<file path="src/rtl/divider_4_restoring_pkg.sv">
// divider_4_restoring_pkg
// Shared definitions for the restoring divider: the FSM state encoding and
// the width of the iteration counter.
//   state_t     : IDLE / RUN / FIN encoding used by the top-level FSM
//   cnt_width() : counter width needed to count WIDTH-1 down to 0
//   CNT_W       : counter width for the default 4-bit divider
package divider_4_restoring_pkg;

  typedef enum logic [1:0] {
    ST_IDLE = 2'd0,
    ST_RUN  = 2'd1,
    ST_FIN  = 2'd2
  } state_t;

  localparam int DEFAULT_WIDTH = 4;

  // The counter starts at WIDTH-1, so clog2(WIDTH) bits are enough.
  // A floor of 1 keeps the counter a legal vector for tiny widths.
  function automatic int cnt_width(input int w);
    return (w < 2) ? 1 : $clog2(w);
  endfunction

  localparam int CNT_W = cnt_width(DEFAULT_WIDTH);

endpackage

</file>
<file path="src/rtl/divider_4_restoring_div_step.sv">
// divider_4_restoring_div_step
// One restoring-division iteration: trial-subtract the divisor from the
// shifted partial remainder and keep the difference only if it did not
// go negative.
//   rem_in  [WIDTH:0]   : shifted partial remainder R'
//   divisor [WIDTH-1:0] : unsigned divisor
//   rem_out [WIDTH-1:0] : next partial remainder (always < divisor)
//   q_bit               : quotient bit produced by this iteration
module divider_4_restoring_div_step #(
  parameter int WIDTH = 4
) (
  input  logic [WIDTH:0]   rem_in,
  input  logic [WIDTH-1:0] divisor,
  output logic [WIDTH-1:0] rem_out,
  output logic             q_bit
);

  logic [WIDTH:0] trial;
  logic           borrow;

  // R' is always below twice the divisor, so the MSB of the WIDTH+1-bit
  // difference acts as the borrow-out: set exactly when R' < divisor.
  // In both outcomes the kept value is below the divisor, so its top bit
  // is zero and only WIDTH bits need to be carried forward.
  always_comb begin
    trial   = rem_in - {1'b0, divisor};
    borrow  = trial[WIDTH];
    q_bit   = ~borrow;
    rem_out = borrow ? rem_in[WIDTH-1:0] : trial[WIDTH-1:0];
  end

endmodule

</file>
<file path="src/rtl/divider_4_restoring.sv">
// divider_4_restoring
// Sequential unsigned restoring divider, one quotient bit per clock, MSB
// first. A start pulse latches the operands; WIDTH clocks later done
// pulses for one cycle with quotient and remainder. A zero divisor skips
// the iterations and reports all-ones / dividend with div_by_zero set.
//   clk         : system clock, rising edge
//   reset       : synchronous active-high reset
//   start       : request a division (ignored while busy)
//   dividend    : unsigned dividend, sampled with start
//   divisor     : unsigned divisor, sampled with start
//   busy        : high while iterations are in progress
//   done        : one-cycle pulse, results valid from this cycle
//   quotient    : result, held until the next finished division
//   remainder   : result, held until the next finished division
//   div_by_zero : set with done when the divisor was zero
module divider_4_restoring
  import divider_4_restoring_pkg::*;
#(
  parameter int WIDTH = 4
) (
  input  logic             clk,
  input  logic             reset,
  input  logic             start,
  input  logic [WIDTH-1:0] dividend,
  input  logic [WIDTH-1:0] divisor,
  output logic             busy,
  output logic             done,
  output logic [WIDTH-1:0] quotient,
  output logic [WIDTH-1:0] remainder,
  output logic             div_by_zero
);

  localparam int CW = cnt_width(WIDTH);

  state_t           state, state_n;
  logic [CW-1:0]    cnt, cnt_n;
  logic [WIDTH-1:0] r_reg, r_n;
  logic [WIDTH-1:0] q_reg, q_n;
  logic [WIDTH-1:0] dvs_reg, dvs_n;
  logic [WIDTH-1:0] quotient_n, remainder_n;
  logic             busy_n, done_n, dbz_n;

  logic [WIDTH:0]   r_shift;
  logic [WIDTH-1:0] step_rem;
  logic             step_q_bit;

  // Bring the next dividend bit into the partial remainder.
  assign r_shift = {r_reg, q_reg[WIDTH-1]};

  divider_4_restoring_div_step #(
    .WIDTH (WIDTH)
  ) u_step (
    .rem_in  (r_shift),
    .divisor (dvs_reg),
    .rem_out (step_rem),
    .q_bit   (step_q_bit)
  );

  // Next-state and next-output logic. FIN behaves like IDLE for accepting
  // a new start, so back-to-back divisions lose no cycle. A zero divisor
  // still passes through RUN for one silent cycle (busy stays low) so the
  // result appears one clock after the start edge; that cycle uses the
  // unshifted dividend still sitting in the quotient register.
  always_comb begin
    state_n     = state;
    cnt_n       = cnt;
    r_n         = r_reg;
    q_n         = q_reg;
    dvs_n       = dvs_reg;
    quotient_n  = quotient;
    remainder_n = remainder;
    busy_n      = busy;
    done_n      = 1'b0;
    dbz_n       = div_by_zero;

    unique case (state)
      ST_IDLE, ST_FIN: begin
        state_n = ST_IDLE;
        busy_n  = 1'b0;
        if (start) begin
          state_n = ST_RUN;
          r_n     = '0;
          q_n     = dividend;
          dvs_n   = divisor;
          cnt_n   = CW'(WIDTH - 1);
          dbz_n   = 1'b0;
          busy_n  = (divisor != '0);
        end
      end

      ST_RUN: begin
        if (dvs_reg == '0) begin
          state_n     = ST_FIN;
          busy_n      = 1'b0;
          done_n      = 1'b1;
          dbz_n       = 1'b1;
          quotient_n  = '1;
          remainder_n = q_reg;
        end else begin
          r_n   = step_rem;
          q_n   = {q_reg[WIDTH-2:0], step_q_bit};
          cnt_n = cnt - 1'b1;
          if (cnt == '0) begin
            state_n     = ST_FIN;
            cnt_n       = '0;
            busy_n      = 1'b0;
            done_n      = 1'b1;
            quotient_n  = {q_reg[WIDTH-2:0], step_q_bit};
            remainder_n = step_rem;
          end
        end
      end

      default: begin
        state_n = ST_IDLE;
        busy_n  = 1'b0;
      end
    endcase
  end

  // State and output registers; reset aborts any division in flight.
  always_ff @(posedge clk) begin
    if (reset) begin
      state       <= ST_IDLE;
      cnt         <= '0;
      r_reg       <= '0;
      q_reg       <= '0;
      dvs_reg     <= '0;
      quotient    <= '0;
      remainder   <= '0;
      busy        <= 1'b0;
      done        <= 1'b0;
      div_by_zero <= 1'b0;
    end else begin
      state       <= state_n;
      cnt         <= cnt_n;
      r_reg       <= r_n;
      q_reg       <= q_n;
      dvs_reg     <= dvs_n;
      quotient    <= quotient_n;
      remainder   <= remainder_n;
      busy        <= busy_n;
      done        <= done_n;
      div_by_zero <= dbz_n;
    end
  end

endmodule
</file>
<file path="config.mk">
export PLATFORM = sky130hd
export DESIGN_NAME = divider_4_restoring
export DESIGN_NICKNAME = d
export VERILOG_FILES = /design/src/rtl/divider_4_restoring_pkg.sv /design/src/rtl/divider_4_restoring_div_step.sv /design/src/rtl/divider_4_restoring.sv
export SDC_FILE = /design/constraint.sdc
export NUM_CORES = 1
export LEC_CHECK = 0
export CAP_MARGIN = 20
export CORE_ASPECT_RATIO = 0.75
export CORE_MARGIN = 5
export CORE_UTILIZATION = 35
export DETAILED_ROUTE_END_ITERATION = 16
export PLACE_DENSITY = 0.6
export REMOVE_ABC_BUFFERS = 1
export SKIP_CTS_REPAIR_TIMING = 1
export SLEW_MARGIN = 25
export SYNTH_ARGS = -nofsm -noshare
export SYNTH_HDL_FRONTEND = slang
export SYNTH_SLANG_ARGS = --single-unit
</file>
<file path="constraint.sdc">
create_clock -name clk -period 4.9 [get_ports clk]
set_input_delay 0.49 -clock clk [delete_from_list [all_inputs] [get_ports clk]]
set_output_delay 0.49 -clock clk [all_outputs]
set_load 0.005 [all_outputs]
</file>
==> results of run 1 <==
-- synth_stat cells, types with 2 or more instances --
library cell and count:
o21ai_0 6, mux2_1 2, a22oi_1 4, mux2i_1 3, ha_1 4, clkbuf_1 6
a31oi_1 2, nand3_1 4, nor2b_1 2, a311oi_1 2, nor3_1 2, nand2b_1 4
a21oi_1 16, a211oi_1 2, nand2_1 18, o22ai_1 6, nor2_1 17, inv_1 6
dfxtp_1 27
-- cells in the final DEF (no fill, tap or decap) --
master,instances
a21oi_1,16
nor3_1,2
o21a_1,1
nor2b_1,2
o22ai_1,6
mux2_1,2
xor2_1,1
a22oi_1,4
nand2b_1,4
dfxtp_1,27
a211oi_1,2
ha_1,4
a31oi_1,2
xnor2_1,1
nand3b_1,1
clkbuf_1,1
o21ai_1,1
o41ai_2,1
nand3_1,4
nand2_1,18
fa_1,1
and2_1,1
o21ai_0,6
a21oi_4,1
nor2_2,1
o41ai_1,1
clkdlybuf4s50_1,21
nor2_1,17
inv_1,6
and4_1,1
or4_1,1
clkbuf_8,3
a311oi_1,2
nor4_4,1
mux2i_1,3
xor2_4,1
-- per-layer routing --
layer / up-vias / routed length (um) / track usage, %
li1: 560 / - / -
met1: 500 / 1490 / 18.3
met4: 0 / 0 / 0.844
met3: 0 / 188 / 4.61
met5: - / 0 / 0
met2: 27 / 1240 / 18.4
-- power by group through the flow --
stage / Clock [mW] / Combinational (mW) / Sequential, mW
2_1_floorplan: 0 / 0.0712 / 0.250
3_3_place_gp: 0 / 0.112 / 0.252
3_5_place_dp: 0 / 0.113 / 0.253
4_1_cts: 0.127 / 0.114 / 0.247
5_1_grt: 0.137 / 0.125 / 0.250
6_report: 0.124 / 0.113 / 0.247
-- worst min-delay path: cells and delay by family, from the launching register on --
kind | cells | cell delay [ps]
AO/OA/AOI/OAI | 1 | 50
flip-flops | 1 | 320
AND/OR/NAND/NOR | 1 | 50
-- worst min path at each step --
stage,startpoint,to,slack [ps],cells after the start
final,busy,busy,470,2
after global routing,busy,busy,490,2
after CTS,busy,busy,470,2
after detailed placement,busy,busy,450,2
after global placement,busy,busy,450,2
after floorplan,busy,busy,450,2
-- cell families after synthesis --
family	Yosys count	synth area share [%]
muxes	5	4.09
adders and majority gates	5	5.45
DFF	27	42.0
xor gates and xnor gates	3	3.50
AOI/OAI and AO/OA	43	21.5
and+or+nand+nor	53	19.9
buffers and inverters	12	3.50
-- per-stage QoR --
| stage | std cells | setup slack (ps) |
|---|---|---|
| 4_1_cts | 219 | 2550 |
| 6_report | 219 | 2570 |
| 5_1_grt | 219 | 2430 |
| 2_1_floorplan | 142 | 2760 |
| 3_3_place_gp | 215 | 2510 |
| 3_5_place_dp | 215 | 2420 |
-- layout make-up --
| cell class | instances | area share, % |
|---|---|---|
| flip-flops and latches | 27 | 34.1 |
| well taps | 52 | 4.11 |
| clock buffers | 4 | 2.84 |
| repair buffers | 21 | 13.3 |
| inverters | 6 | 1.42 |
| multi-input cells | 109 | 44.2 |
==> flow_summary.ini, run 1 <==
[worst_setup_path]
critPathArrivalTime_ps = 2530
setup.worst_path.end_class = register
critical-path-top-delay-family = adder cells
critPathLaunchType = register
cp_data_required_time_ps = 5090
cpMaxStageDelayCell = fa_1
critical_path.reg2reg.endpoint = r_reg[0]
critical_path_depth = 8
cp_cell_sequence = inv_1, ha_1, fa_1, nand2b_1, a21oi_4, xor2_4, mux2_1, o22ai_1
worstRegToRegCells = 8
critical_path.endpoint = r_reg[0]
worstSetupStartpoint = q_reg[3]
regToRegStartpoint = q_reg[3]
timing.critical_path.slowest_cell_delay_ps = 400
worst-r2r-setup-slack_ps = 2570
timing.critical_path.buf_inv = 1
crit_path_max_fanout = 9
setup.worst_path.class = reg2reg

[logic_synthesis]
total_of_flip_flops_plus_latches_after_synthesis = 27
postSynth.asyncResetShare_pct = 0
synth-warning-count = 0
synth.lib_cells_used.distinct = 34
syn-cell-area_mm2 = 0.00129
synth_top_area_share_pct = 42.0
synthFlopType = dfxtp_1
syn_inst = 148
synth-edff-count = 0
netlist_top_cells_area = dfxtp_1 42%, a21oi_1 6.2%, nand2_1 5.3%
netlist.top_cell.by_area = dfxtp_1
syn_avg_cell_area_um2 = 8.69
register_area_share_after_synthesis_pct = 42.0

[clocking]
num_clock_sinks = 27
cts.root.buffer_cell = clkbuf_8
clkLatencyLatePin_ps = 270
clkSlewWorstSetupHoldPaths_ps = 90
cts_made_buffers = 3
clock_tree_from_tritoncts = yes
ctsHtreeMaxLevel = 1
cts_max_path_buffers = 2

[power]
power_uw = 484
seq_power_share_pct = 51.1
total_leakage_power_nw = 0.567
pwr-share-clk_pct = 25.7
power_frac_comb_pct = 23.3
intPower_uw = 346
vdd.ir_drop.worst_mv = 0.129
power_per_standard_cell_area_mw_per_mm2 = 306
net-switching-power_uw = 138
netSwitchingFraction_pct = 28.6

[placed_design]
numPortBuffers = 21
post_dp_cell_area_mm2 = 0.00154
place_hpwl_um = 2200
place.gp.congestion = 0.804

[routing]
route.detailed.wl_per_inst_um = 13.4
detailroute.via_count = 1087
route.detailed.vias_per_inst = 4.96
drc_viols = 0
route.final.wire_length_um = 2930
antenna_violating_nets_post_route = 0
drt_first_iter_violations = 101
drt_pre_antenna_iters = 4

[timing]
setup_violations = 0
fin_hold_ws_ps = 467
drv_slew = 0
post-route-min-period_ps = 2330
grt_setup_unrepaired = no
setup-tns-final_ps = 0
finalHoldViolations = 0
achievable-frequency_ghz = 0.429
finalClockSkew_ps = 7.43
min_period_over_period_pct = 47.6
tightest_slew_ps = 850
worst_slew_margin_rel_pct = 43.1

[die]
std_cell_rows = 19
initial_cell_density_of_the_core_pct = 35.6
design.portCount = 22
die_y_um = 62.5
core-area_mm2 = 0.00361
floorplan.die_area_mm2 = 0.00500
die_x_um = 80

[global_routing]
first_global_vias = 1102
initial_antenna_violation_count = 0
wire_length_of_the_first_global_routing_pass_um = 5120
grt_overflow_total = 0
grt_util_all_layers_pct = 12.5
maximum_number_of_pins_on_one_net_before_global_route_repair = 24

[final_layout]
area_growth_syn_to_layout_pct = 23.2
multi_input_comb_area_um2 = 701
finish.utilization_pct = 43.8
nets = 184
register_area_um2 = 541
layout.cell_area.non_filler_mm2 = 0.00158
antenna-diode-count = 0
final.fill_count = 363
post_route_cells_drive_above_1_share_pct = 4.79

[status]
run_status = finished, final reports clean

[min_path]
worst_hold_path_type = reg2reg

[job]
max_cap_viol_count = 0
(Power assumes the default switching activity.)
==> run 2: changes to the inputs <==
- PLACE_DENSITY: 0.6 -> 0.62
- clock period: 4.9 -> 2 ns (I/O delays scaled with it)
==> run 2 against run 1 <==
- the flow now finishes with violations (negative setup slack)
- design area is 12% higher
- largest cell class unchanged
- combinational power grew to 3.3 times the previous value
- fmax up 12%
- utilization up 5.3 points
- first-iteration DRC count down 23%
- non-clock buffer count is 18 higher
- sequential share of layout area down 3.6 points
- register-to-register slack worse by 2600 ps
- highest routed layer is now met4
- worst setup slack worse by 2600 ps
==> flow_summary.ini, run 2 (synthesized netlist as in run 1, its figures left out) <==
[status]
run_status = finished with violations
violations = negative setup slack

[clocking]
cts_made_buffers = 3
clkLatencyLatePin_ps = 270
clkSlewWorstSetupHoldPaths_ps = 90
cts.root.buffer_cell = clkbuf_8
num_clock_sinks = 27
ctsHtreeMaxLevel = 1
cts_max_path_buffers = 2
clock_tree_from_tritoncts = yes

[timing]
drv_slew = 0
setup-tns-final_ps = -384
setup_slack_ps = -77.9
setup_violations = 7
post-route-min-period_ps = 2080
tightest_slew_ps = 466
min_period_over_period_pct = 104
finalClockSkew_ps = 7.43
fin_hold_ws_ps = 468
achievable-frequency_ghz = 0.481
grt_setup_unrepaired = yes
finalHoldViolations = 0
worst_slew_margin_rel_pct = 68.9

[die]
floorplan.die_area_mm2 = 0.00500
core-area_mm2 = 0.00361
die_y_um = 62.5
initial_cell_density_of_the_core_pct = 35.6
design.portCount = 22
die_x_um = 80
std_cell_rows = 19

[global_routing]
grt_overflow_total = 0
grt_util_all_layers_pct = 13.4
wire_length_of_the_first_global_routing_pass_um = 5530
maximum_number_of_pins_on_one_net_before_global_route_repair = 23
initial_antenna_violation_count = 0
first_global_vias = 1232

[final_layout]
finish.utilization_pct = 49.1
final_common_cell = dfxtp_1
final_cell_mix = 26 x dfxtp_1, 21 x clkdlybuf4s50_1, 17 x nor2_1, 17 x nand2_1, 17 x buf_4
antenna-diode-count = 0
area_growth_syn_to_layout_pct = 38.0
nets = 202
layout.cell_area.non_filler_mm2 = 0.00178
post_route_cells_drive_above_1_share_pct = 21.1
stdcell_count = 237

[worst_setup_path]
cp_data_required_time_ps = 2170
worst-r2r-setup-slack_ps = -80
regToRegStartpoint = q_reg[3]
critical_path.endpoint = remainder[0]
crit_path_max_fanout = 6
cp_cell_sequence = inv_2, ha_4, fa_2, nand2b_4, a21oi_4, xor2_4, buf_6, mux2i_2, a21oi_1
critPathLaunchType = register
worstSetupStartpoint = q_reg[3]
critPathArrivalTime_ps = 2250
setup.worst_path.end_class = register
worstRegToRegCells = 9
critical-path-top-delay-family = adder cells
critical_path.reg2reg.endpoint = remainder[0]
cpMaxStageDelayCell = fa_2
setup.worst_path.class = reg2reg
timing.critical_path.slowest_cell_delay_ps = 380
critical_path_depth = 9
timing.critical_path.buf_inv = 2

[power]
total_leakage_power_nw = 0.670
vdd.ir_drop.worst_mv = 0.363
power_per_standard_cell_area_mw_per_mm2 = 721
power_mw = 1.28

[routing]
wl_met3_um = 242
drc_viols = 0
route.detailed.wl_per_inst_um = 14.1
route.met2.wl_um = 1550
antenna_violating_nets_post_route = 0
drt_first_iter_violations = 78
detailroute.via_count = 1217
route.final.wire_length_um = 3350
route.detailed.vias_per_inst = 5.14
drt_pre_antenna_iters = 4
wl_met1_um = 1540
maxUsedRoutingLayer = met4

[min_path]
worst_hold_path_type = reg2reg

[placed_design]
numPlacedInstances = 231
place_hpwl_um = 2490
place.gp.congestion = 0.819
post_dp_cell_area_mm2 = 0.00166
pre_cts_ws_ps = -167
numPortBuffers = 21

[job]
max_cap_viol_count = 0
-- run 2: worst reg2reg max path: stages, from the launching register on --
cell and delay, ps:
dfxtp_2 330, inv_2 40, ha_4 160, fa_2 380, nand2b_4 150, a21oi_4 200, xor2_4 280, buf_6 170
mux2i_2 190, a21oi_1 80
-- run 2: per-layer routing --
layer	global-route usage [%]	vias up
met4	1.27	0
met2	22.3	39
met5	0	-
li1	-	594
met3	4.47	4
met1	17.4	580
-- run 2: layout make-up --
| type | count | area, um2 |
|---|---|---|
| clock buffer | 3 | 41.3 |
| clock inverter | 1 | 5.00 |
| fill | 353 | 1840 |
| inverter | 6 | 22.5 |
| multi-input combinational | 109 | 751 |
| sequential | 27 | 542 |
| tap | 52 | 65.1 |
| timing repair buffer | 39 | 349 |
-- run 2: report_power, final --
part | leakage [nW] | switching [mW] | internal (mW)
clock network | 0.0255 | 0.169 | 0.140
logic | 0.423 | 0.174 | 0.194
registers | 0.222 | 0.0290 | 0.575
total | 0.670 | 0.372 | 0.909
-- run 2: worst min path at each step --
stage / startpoint / to / slack [ps] / depth (start not counted)
after global routing: busy / busy / 490 / 2
final: busy / busy / 470 / 2
after floorplan: reset / busy / 270 / 1
after CTS: busy / busy / 470 / 2
after global placement: busy / busy / 450 / 2
after detailed placement: busy / busy / 460 / 2
